`config.mk`:
```
export PLATFORM = sky130hd
export DESIGN_NAME = line_buffer_ctrl
export DESIGN_NICKNAME = d
export VERILOG_FILES = /design/src/rtl/line_buffer_ctrl_pkg.sv /design/src/rtl/line_buffer_ctrl_wrap.sv /design/src/rtl/line_buffer_ctrl.sv
export SDC_FILE = /design/constraint.sdc
export NUM_CORES = 1
export LEC_CHECK = 0
export CORE_ASPECT_RATIO = 2
export CORE_MARGIN = 2
export CORE_UTILIZATION = 45
export DETAILED_ROUTE_END_ITERATION = 8
export GPL_ROUTABILITY_DRIVEN = 0
export GPL_TIMING_DRIVEN = 0
export PLACE_DENSITY = 0.76
export SKIP_LAST_GASP = 1
export SYNTH_ARGS = -nofsm -noshare
export SYNTH_HDL_FRONTEND = slang
export SYNTH_HIERARCHICAL = 1
export SYNTH_SLANG_ARGS = --single-unit
```
`constraint.sdc`:
```
create_clock -name i_clk -period 5.5 [get_ports i_clk]
set_input_delay 1.375 -clock i_clk [delete_from_list [all_inputs] [get_ports i_clk]]
set_output_delay 1.375 -clock i_clk [all_outputs]
set_load 0.01 [all_outputs]
```
`src/rtl/line_buffer_ctrl_pkg.sv`:
```
// ============================================================================
// Module  : line_buffer_ctrl_pkg
// Brief   : Shared state encoding and widths for the line-buffer controller.
// Revision: 1.0
// ============================================================================
`default_nettype none

package line_buffer_ctrl_pkg;

  typedef enum logic [1:0] {
    IDLE  = 2'd0,
    RUN   = 2'd1,
    DRAIN = 2'd2
  } lbc_state_e;

  localparam int STALL_W = 16;

endpackage

`default_nettype wire

```
`src/rtl/line_buffer_ctrl_wrap.sv`:
```
// ============================================================================
// Module  : wrap_counter
// Brief   : Modulo-MAX up-counter with synchronous clear and a wrap strobe.
// Revision: 1.0
// ============================================================================
`default_nettype none

module wrap_counter #(
  parameter  int MAX = 4,
  localparam int W   = (MAX > 1) ? $clog2(MAX) : 1
) (
  input  logic         i_clk,
  input  logic         i_rst_n,
  input  logic         inc,
  input  logic         clr,
  output logic [W-1:0] value,
  output logic         wrap
);

  localparam logic [W-1:0] C_LAST = W'(MAX - 1);

  assign wrap = inc && (value == C_LAST);

  always_ff @(posedge i_clk or negedge i_rst_n) begin
    if (!i_rst_n) begin
      value <= '0;
    end else if (clr) begin
      value <= '0;
    end else if (inc) begin
      value <= wrap ? '0 : value + W'(1);
    end
  end

endmodule

`default_nettype wire

```
`src/rtl/line_buffer_ctrl.sv`:
```
// ============================================================================
// Module  : line_buffer_ctrl
// Brief   : Raster-stream sequencer for the line buffers and window registers;
//           optional stall counter enabled by LINE_BUFFER_CTRL_STALL_CNT_EN.
// Revision: 1.0
// ============================================================================
`default_nettype none

module line_buffer_ctrl
  import line_buffer_ctrl_pkg::*;
#(
  parameter int IMG_W = 640,
  parameter int IMG_H = 480,
  parameter int WIN   = 3
) (
  input  logic                     i_clk,
  input  logic                     i_rst_n,
  input  logic                     i_start,
  input  logic                     i_valid,
  output logic                     o_ready,
  output logic                     o_shift,
  output logic                     o_win_valid,
  input  logic                     i_out_ready,
  output logic [$clog2(IMG_W)-1:0] o_win_col,
  output logic [$clog2(IMG_H)-1:0] o_win_row,
  output logic                     o_busy,
  output logic                     o_frame_done
`ifdef LINE_BUFFER_CTRL_STALL_CNT_EN
  ,
  output logic [STALL_W-1:0]       o_stall_cnt
`endif
);

  localparam int COL_W = $clog2(IMG_W);
  localparam int ROW_W = $clog2(IMG_H);

  localparam logic [COL_W-1:0] C_COL_MIN = COL_W'(WIN - 1);
  localparam logic [ROW_W-1:0] C_ROW_MIN = ROW_W'(WIN - 1);

  lbc_state_e       r_state;
  lbc_state_e       w_state_nxt;
  logic [COL_W-1:0] w_col;
  logic [ROW_W-1:0] w_row;
  logic             w_col_wrap;
  logic             w_row_wrap;
  logic             w_accept;
  logic             w_cnt_clr;
  logic             w_qualify;
  logic             r_win_valid;
  logic [COL_W-1:0] r_win_col;
  logic [ROW_W-1:0] r_win_row;

  // A presented window that has not been taken blocks the whole stream.
  assign o_ready   = (r_state == RUN) && !(r_win_valid && !i_out_ready);
  assign w_accept  = i_valid && o_ready;
  assign o_shift   = w_accept;
  assign w_cnt_clr = (r_state != RUN);
  assign w_qualify = w_accept && (w_col >= C_COL_MIN) && (w_row >= C_ROW_MIN);

  wrap_counter #(
    .MAX (IMG_W)
  ) u_col_cnt (
    .i_clk   (i_clk),
    .i_rst_n (i_rst_n),
    .inc     (w_accept),
    .clr     (w_cnt_clr),
    .value   (w_col),
    .wrap    (w_col_wrap)
  );

  // The row wrap strobe coincides with acceptance of the frame's last pixel.
  wrap_counter #(
    .MAX (IMG_H)
  ) u_row_cnt (
    .i_clk   (i_clk),
    .i_rst_n (i_rst_n),
    .inc     (w_accept && w_col_wrap),
    .clr     (w_cnt_clr),
    .value   (w_row),
    .wrap    (w_row_wrap)
  );

  always_ff @(posedge i_clk or negedge i_rst_n) begin
    if (!i_rst_n) begin
      r_state <= IDLE;
    end else begin
      r_state <= w_state_nxt;
    end
  end

  always_comb begin
    w_state_nxt  = r_state;
    o_frame_done = 1'b0;
    case (r_state)
      IDLE: begin
        if (i_start) begin
          w_state_nxt = RUN;
        end
      end
      RUN: begin
        if (w_row_wrap) begin
          w_state_nxt = DRAIN;
        end
      end
      DRAIN: begin
        if (!r_win_valid || i_out_ready) begin
          w_state_nxt  = IDLE;
          o_frame_done = 1'b1;
        end
      end
      default: begin
        w_state_nxt = IDLE;
      end
    endcase
  end

  always_ff @(posedge i_clk or negedge i_rst_n) begin
    if (!i_rst_n) begin
      r_win_valid <= 1'b0;
      r_win_col   <= '0;
      r_win_row   <= '0;
    end else if (w_qualify) begin
      r_win_valid <= 1'b1;
      r_win_col   <= w_col;
      r_win_row   <= w_row;
    end else if (i_out_ready) begin
      r_win_valid <= 1'b0;
    end
  end

  assign o_win_valid = r_win_valid;
  assign o_win_col   = r_win_col;
  assign o_win_row   = r_win_row;
  assign o_busy      = (r_state != IDLE);

`ifdef LINE_BUFFER_CTRL_STALL_CNT_EN
  logic [STALL_W-1:0] r_stall_cnt;

  always_ff @(posedge i_clk or negedge i_rst_n) begin
    if (!i_rst_n) begin
      r_stall_cnt <= '0;
    end else if ((r_state == IDLE) && i_start) begin
      r_stall_cnt <= '0;
    end else if ((r_state == RUN) && i_valid && !o_ready && (r_stall_cnt != '1)) begin
      r_stall_cnt <= r_stall_cnt + STALL_W'(1);
    end
  end

  assign o_stall_cnt = r_stall_cnt;
`endif

endmodule

`default_nettype wire

```
After elaboration in Yosys (flattened, before gate mapping)

Cells that the tools add are included.

Flip-flop bits (word level): 41
Input port bits: 5
Output and inout bits: 24
Word-level logic and storage cells: 50

Add/sub/neg operators: 2
Magnitude comparators: 2
Eq/ne operators: 8
Multiplexer cells: 14
Reductions and logical operators: 18

Operators by type and width:

| kind                    | count |
|---|---|
| $mux W10                | 3 |
| $mux W9                 | 3 |
| $add A10 B1 Y10 const B | 1 |
| $eq A10 B10 Y1 const B  | 1 |
| $ge A10 B2 Y1 const B   | 1 |
| $add A9 B1 Y9 const B   | 1 |
| $eq A9 B9 Y1 const B    | 1 |
| $ge A9 B2 Y1 const B    | 1 |
| $logic_and A1 B1 Y1     | 8 |
| $reduce_bool A2 Y1      | 4 |
| $mux W2                 | 3 |
| $pmux W2 S3             | 1 |
| $mux W1                 | 4 |
| $ne A2 B1 Y1 const B    | 2 |
| $ne A2 B2 Y1 const B    | 2 |
| $logic_not A1 Y1        | 3 |
| $reduce_and A3 Y1       | 1 |
| $eq A2 B1 Y1 const B    | 1 |
| $eq A2 B2 Y1 const B    | 1 |
| $logic_not A2 Y1        | 1 |
| $logic_or A1 B1 Y1      | 1 |

Depth between registers and ports, before layout

Word-level depth: 11
Gate-level depth with buffers: 12
Mapped depth without buffers: 10

Hierarchy

Netlist, hierarchy kept.

Modules (own cells, without submodules):

| module                    | times used | cells each | area an instance (µm²) | seq. area each (µm²) |
|---|---|---|---|---|
| line_buffer_ctrl          | 1          | 65         | 1,004.7                | 550.5 |
| wrap_counter at u_col_cnt | 1          | 55         | 561.8                  | 250.2 |
| wrap_counter at u_row_cnt | 1          | 53         | 508.0                  | 225.2 |

Worst setup path after synthesis

OpenSTA, ideal clock, no wires.

Kind: input to register
Start: input i_valid
End: register u_row_cnt.value[7]
Setup time: 0.082 ns
Arrival: 3.421 ns
Required time: 5.418 ns
Setup slack: 1.997 ns
Cell stages on the path: 10
Buffers on the path: 2
Path through: inv_1 > nor3_1 > buf_2 > nand3_1 > nor3_1 > and2_1 > buf_4 > o211ai_2 > or4_1 > a31oi_1

Word-level cells in the longest chain between the ends: 7
Elaborated cells on any way between the ends: 8
Classes of those cells: 3 x mux; 5 x reduce/logical

Ends and longest elaborated chain:

| item                  | line                        | RTL |
|---|---|---|
| from (decl)           | line_buffer_ctrl.sv:19      | `input logic i_valid,` |
| $logic_and A1 B1 Y1 * | line_buffer_ctrl.sv:55      | `assign w_accept = i_valid && o_ready;` |
| net o_shift           | line_buffer_ctrl.sv:21      | `output logic o_shift,` |
| $logic_and A1 B1 Y1 * | line_buffer_ctrl_wrap.sv:22 | `assign wrap = inc && (value == C_LAST);` |
| net w_col_wrap        | line_buffer_ctrl.sv:44      | `logic w_col_wrap;` |
| $logic_and A1 B1 Y1 * | line_buffer_ctrl.sv:77      | `.inc (w_accept && w_col_wrap),` |
| $logic_and A1 B1 Y1   | line_buffer_ctrl_wrap.sv:22 |  |
| $mux W9               | line_buffer_ctrl_wrap.sv:30 | `value <= wrap ? '0 : value + W'(1);` |
| $mux W9               | line_buffer_ctrl_wrap.sv:29 | `end else if (inc) begin` |
| $mux W9               | line_buffer_ctrl_wrap.sv:27 | `end else if (clr) begin` |
| to (signal assigned)  | line_buffer_ctrl_wrap.sv:30 |  |
| to (decl)             | line_buffer_ctrl_wrap.sv:16 | `output logic [W-1:0] value,` |

Mark *: on every way through the listed nets, which the timed path passes. The rest lies on a longest branch. The select of a mux whose other input is x is not followed.
A chain may end at the register's enable or synchronous reset.

Worst setup path in the final report

Start: input i_valid
End: output o_shift

Word-level cells in the longest chain between the ends: 1

Ends and longest elaborated chain:

| item                | line |
|---|---|
| $logic_and A1 B1 Y1 | line_buffer_ctrl.sv:55 |
| to (decl)           | line_buffer_ctrl.sv:21 |

No other way between the ends.

==> results_dict.tcl <==
set metrics [dict create \
    seqPwrFrac_pct 44.9 \
    overflow 0 \
    hold_viol 0 \
    rsz0062_at_grt "no" \
    synthArstFlopShare_pct 100.0 \
    r2r_cells 12 \
    pwr_density_cell_mw_per_mm2 370.3 \
    drt_pass1_iterations 4 \
    p_int_mw 0.6626 \
    clk_path_buf_depth 2 \
    timing.final.crit_share_pct 75.35 \
    fill_cells 367 \
    cts_setup_buffers 0 \
    die_x_um 52.01 \
    synth.area.top_cells "dfrtp_1 (49%), mux2_4 (12%), nand2b_1 (2.1%), a21oi_1 (1.9%), nand2_1 (1.8%)" \
    syn_inst 173 \
    cp-end-kind "output pin" \
    crit_chain "clkdlybuf4s50_1 -> inv_1 -> nor3_1 -> clkdlybuf4s50_1" \
    wire_per_inst_um 14.76 \
    ios 29 \
    fin_ws_ns 1.356 \
    critPathSlowestCell "clkdlybuf4s50_1" \
    synth.avg_cell_area_um2 11.99 \
    worstSetupStartpoint "i_valid" \
    grt_max_degree 42 \
    cpLargestDelayFamily "buffers and inverters" \
    syn_area_mm2 0.002074 \
    wl_um 3897 \
    portBuffers 28 \
    switching_share_pct 29.42 \
    finalSetupTns_ns 0 \
    antenna_left 0 \
    whs_path_depth 1 \
    criticalPathCategory "in2out" \
    p_leak_nw 1.069 \
    antenna_found_initial 0 \
    yosysTopAreaCellShare_pct 49.46 \
    die_h_um 100.0 \
    synth_nets 180 \
    min-delay-path-class "reg2reg" \
    status "finished clean" \
    finalSetupViolCount 0 \
    clkTransAtPathRegs_ns 0.08 \
    pwr-share-clk_pct 26.5 \
    r2r-start "r_state[1]$_DFFE_PN0P_" \
    die_area_mm2 0.005202 \
    max_clock_freq_mhz 241.3 \
    timing.rr.end "r_state[0]$_DFFE_PN0P_" \
    cts_tree "yes" \
    regArea_mm2 0.001026 \
    worstHoldEndpoint "r_state[0]$_DFFE_PN0P_" \
    grt_pass1_wl_um 6775 \
    worstPathMaxFanout 3 \
    ff2ff_setup_slack_ns 2.57 \
    h-tree-depth 2 \
    synth_edf_count 0 \
    pwr-share-comb_pct 28.6 \
    crit_top_cell "clkdlybuf4s50_1" \
    fin_crit_ns 4.144 \
    area_growth_pct 22.20 \
    seq_area_frac_synth_pct 49.46 \
    multi_input_area_um2 972.2 \
    ys_warn_count 6 \
    post-place-ws_ns 1.274 \
    worstMarginPinSlew_ns 0.8923 \
    ys_ff_latch 41 \
    max_stage_delay_ns 0.59 \
    num_vias 1480 \
    cts_root_buf "clkbuf_8" \
    grtUsageTotal_pct 17.05 \
    switchingPower_mw 0.2762 \
    whs_ns 0.4907 \
    drc_errors 0 \
    hp-start "r_state[1]$_DFFE_PN0P_" \
    synth.distinct_cells 49 \
    ir_drop_uv 326.5 \
    fin_worst_skew_ns 0.008340 \
    synth-main-ff-cell "dfrtp_1" \
    drv_slew 0 \
    dp_hpwl_um 2674 \
    synth.largest_area_cell "dfrtp_1" \
    cp.required_ns 4.12 \
    clkLatencyLatePin_ns 0.29 \
    layout.nets 215 \
    initial_core_util_pct 45.99 \
    arrival_ns 2.77 \
    fp-row-count 35 \
    cts_resized 0 \
    postCtsHoldBufs 0 \
    crit_buf_inv 3 \
    grt_pass1_vias 1447 \
    relSlewSlack_pct 40.51 \
    diodes 0 \
    drt_iter0_drc 15 \
    numCtsBuffers 5 \
    core-area_mm2 0.004511 \
    drive_gt1_share_pct 20.57 \
    critical_path.startpoint_type "input pin" \
    vias_per_cell 5.606 \
    clkSinkCount 41 \
    max_cap_viol_count 0 \
]
==> cell families (layout without fill, tap and decap cells) <==
| family | Yosys count | count (layout) | synth area share [%] |
|---|---|---|---|
| fa+ha+maj | 2 | 2 | 1.206 |
| compound gates | 37 | 37 | 15.02 |
| xor+xnor | 5 | 5 | 2.111 |
| flops | 41 | 41 | 49.46 |
| mux | 18 | 18 | 12.79 |
| simple gates | 56 | 56 | 15.74 |
| buf+inv | 14 | 50 | 3.678 |
==> per-stage QoR <==
step	util (%)	std cells	cell area (um^2)	power, mW
after floorplan	-	173	2074	0.5799
after CTS	56.20	264	2535	0.9473
after global routing	56.20	264	2535	0.9924
final	56.20	264	2535	0.9388
after detailed placement	53.62	256	2419	0.6955
after global placement	53.73	256	2424	0.6876
==> how the worst max path moves through the flow <==
stage                                           endpoint  slack, ns  cells past startpoint
after floorplan           u_row_cnt/value[7]$_DFFE_PN0P_       2.00                     10
after global placement            r_state[0]$_DFFE_PN0P_       1.31                     13
after detailed placement          r_state[0]$_DFFE_PN0P_       1.27                     13
after CTS                                        o_shift       1.33                      4
after global routing                             o_shift       1.24                      4
final                                            o_shift       1.36                      4
==> layout make-up <==
| class | instances | area share [%] |
|---|---|---|
| plain buffers | 6 | 1.826 |
| multi-input cells | 118 | 38.35 |
| clock inverters | 1 | 1.185 |
| flip-flops and latches | 41 | 40.47 |
| clock buffers | 7 | 3.406 |
| well taps | 55 | 2.715 |
| repair buffers | 28 | 10.86 |
| inverters | 8 | 1.185 |
==> cell usage after synthesis, types with 2 or more instances <==
master	n
or4_1	3
nand4_1	3
o31ai_1	2
o21ai_0	5
ha_1	2
a21oi_1	8
nand2_1	10
or3_1	2
o22ai_1	2
nand3_1	3
buf_4	2
mux2_4	17
nor2_1	10
nand2b_1	7
nor4_1	3
xor2_1	4
inv_1	8
nor3_1	3
a31oi_1	3
or3_2	2
dfrtp_1	41
a22o_1	2
buf_6	2
o311ai_0	3
o211ai_1	2
==> worst reg2reg max path, cell delays in order (launching register included) <==
cell and delay (ns):
dfrtp_1 0.41, nand2b_4 0.20, nor3_1 0.27, buf_2 0.26
nand3_1 0.20, nor3_1 0.25, and2_1 0.15, buf_4 0.16
nand4_1 0.24, nor3_1 0.38, inv_1 0.11, mux2i_1 0.15
nor2_1 0.05
==> registers in the layout, summed over array words and instances (netlist names) <==
register	cells
u_row_cnt/value	9
r_state	2
o_win_row	9
o_win_valid	1
u_col_cnt/value	10
o_win_col	10
==> routing by layer <==
metal	vias up	global-route usage, %	share of wire, %
met5	-	0	0
met4	0	7.287	2.2
met3	7	4.018	3.7
met2	33	25.12	47
met1	731	23.75	47
li1	709	-	-
==> power groups by stage <==
stage	registers, mW	clock network, mW	logic (mW)
global placement	0.424	0	0.264
floorplan	0.429	0	0.151
detailed placement	0.426	0	0.270
global route	0.430	0.268	0.294
CTS	0.421	0.254	0.272
finish	0.421	0.249	0.269
==> cells in the final DEF, fill, tap and decap left out, drive strengths merged, types with 2 or more instances in the layout <==
cell	instances
nand4	3
nand2	10
a31oi	3
buf	6
o211ai	3
nor4	3
o2111ai	2
a22o	2
ha	2
o31ai	3
o311ai	3
dfrtp	41
nand2b	8
xor2	4
nand3	4
a21oi	9
clkbuf	8
o22ai	2
or4	4
mux2	17
clkdlybuf4s50	27
o21ai	5
inv	8
or3	4
nor3	3
nor2	10
Note: power is estimated with default switching activity, not from simulation.
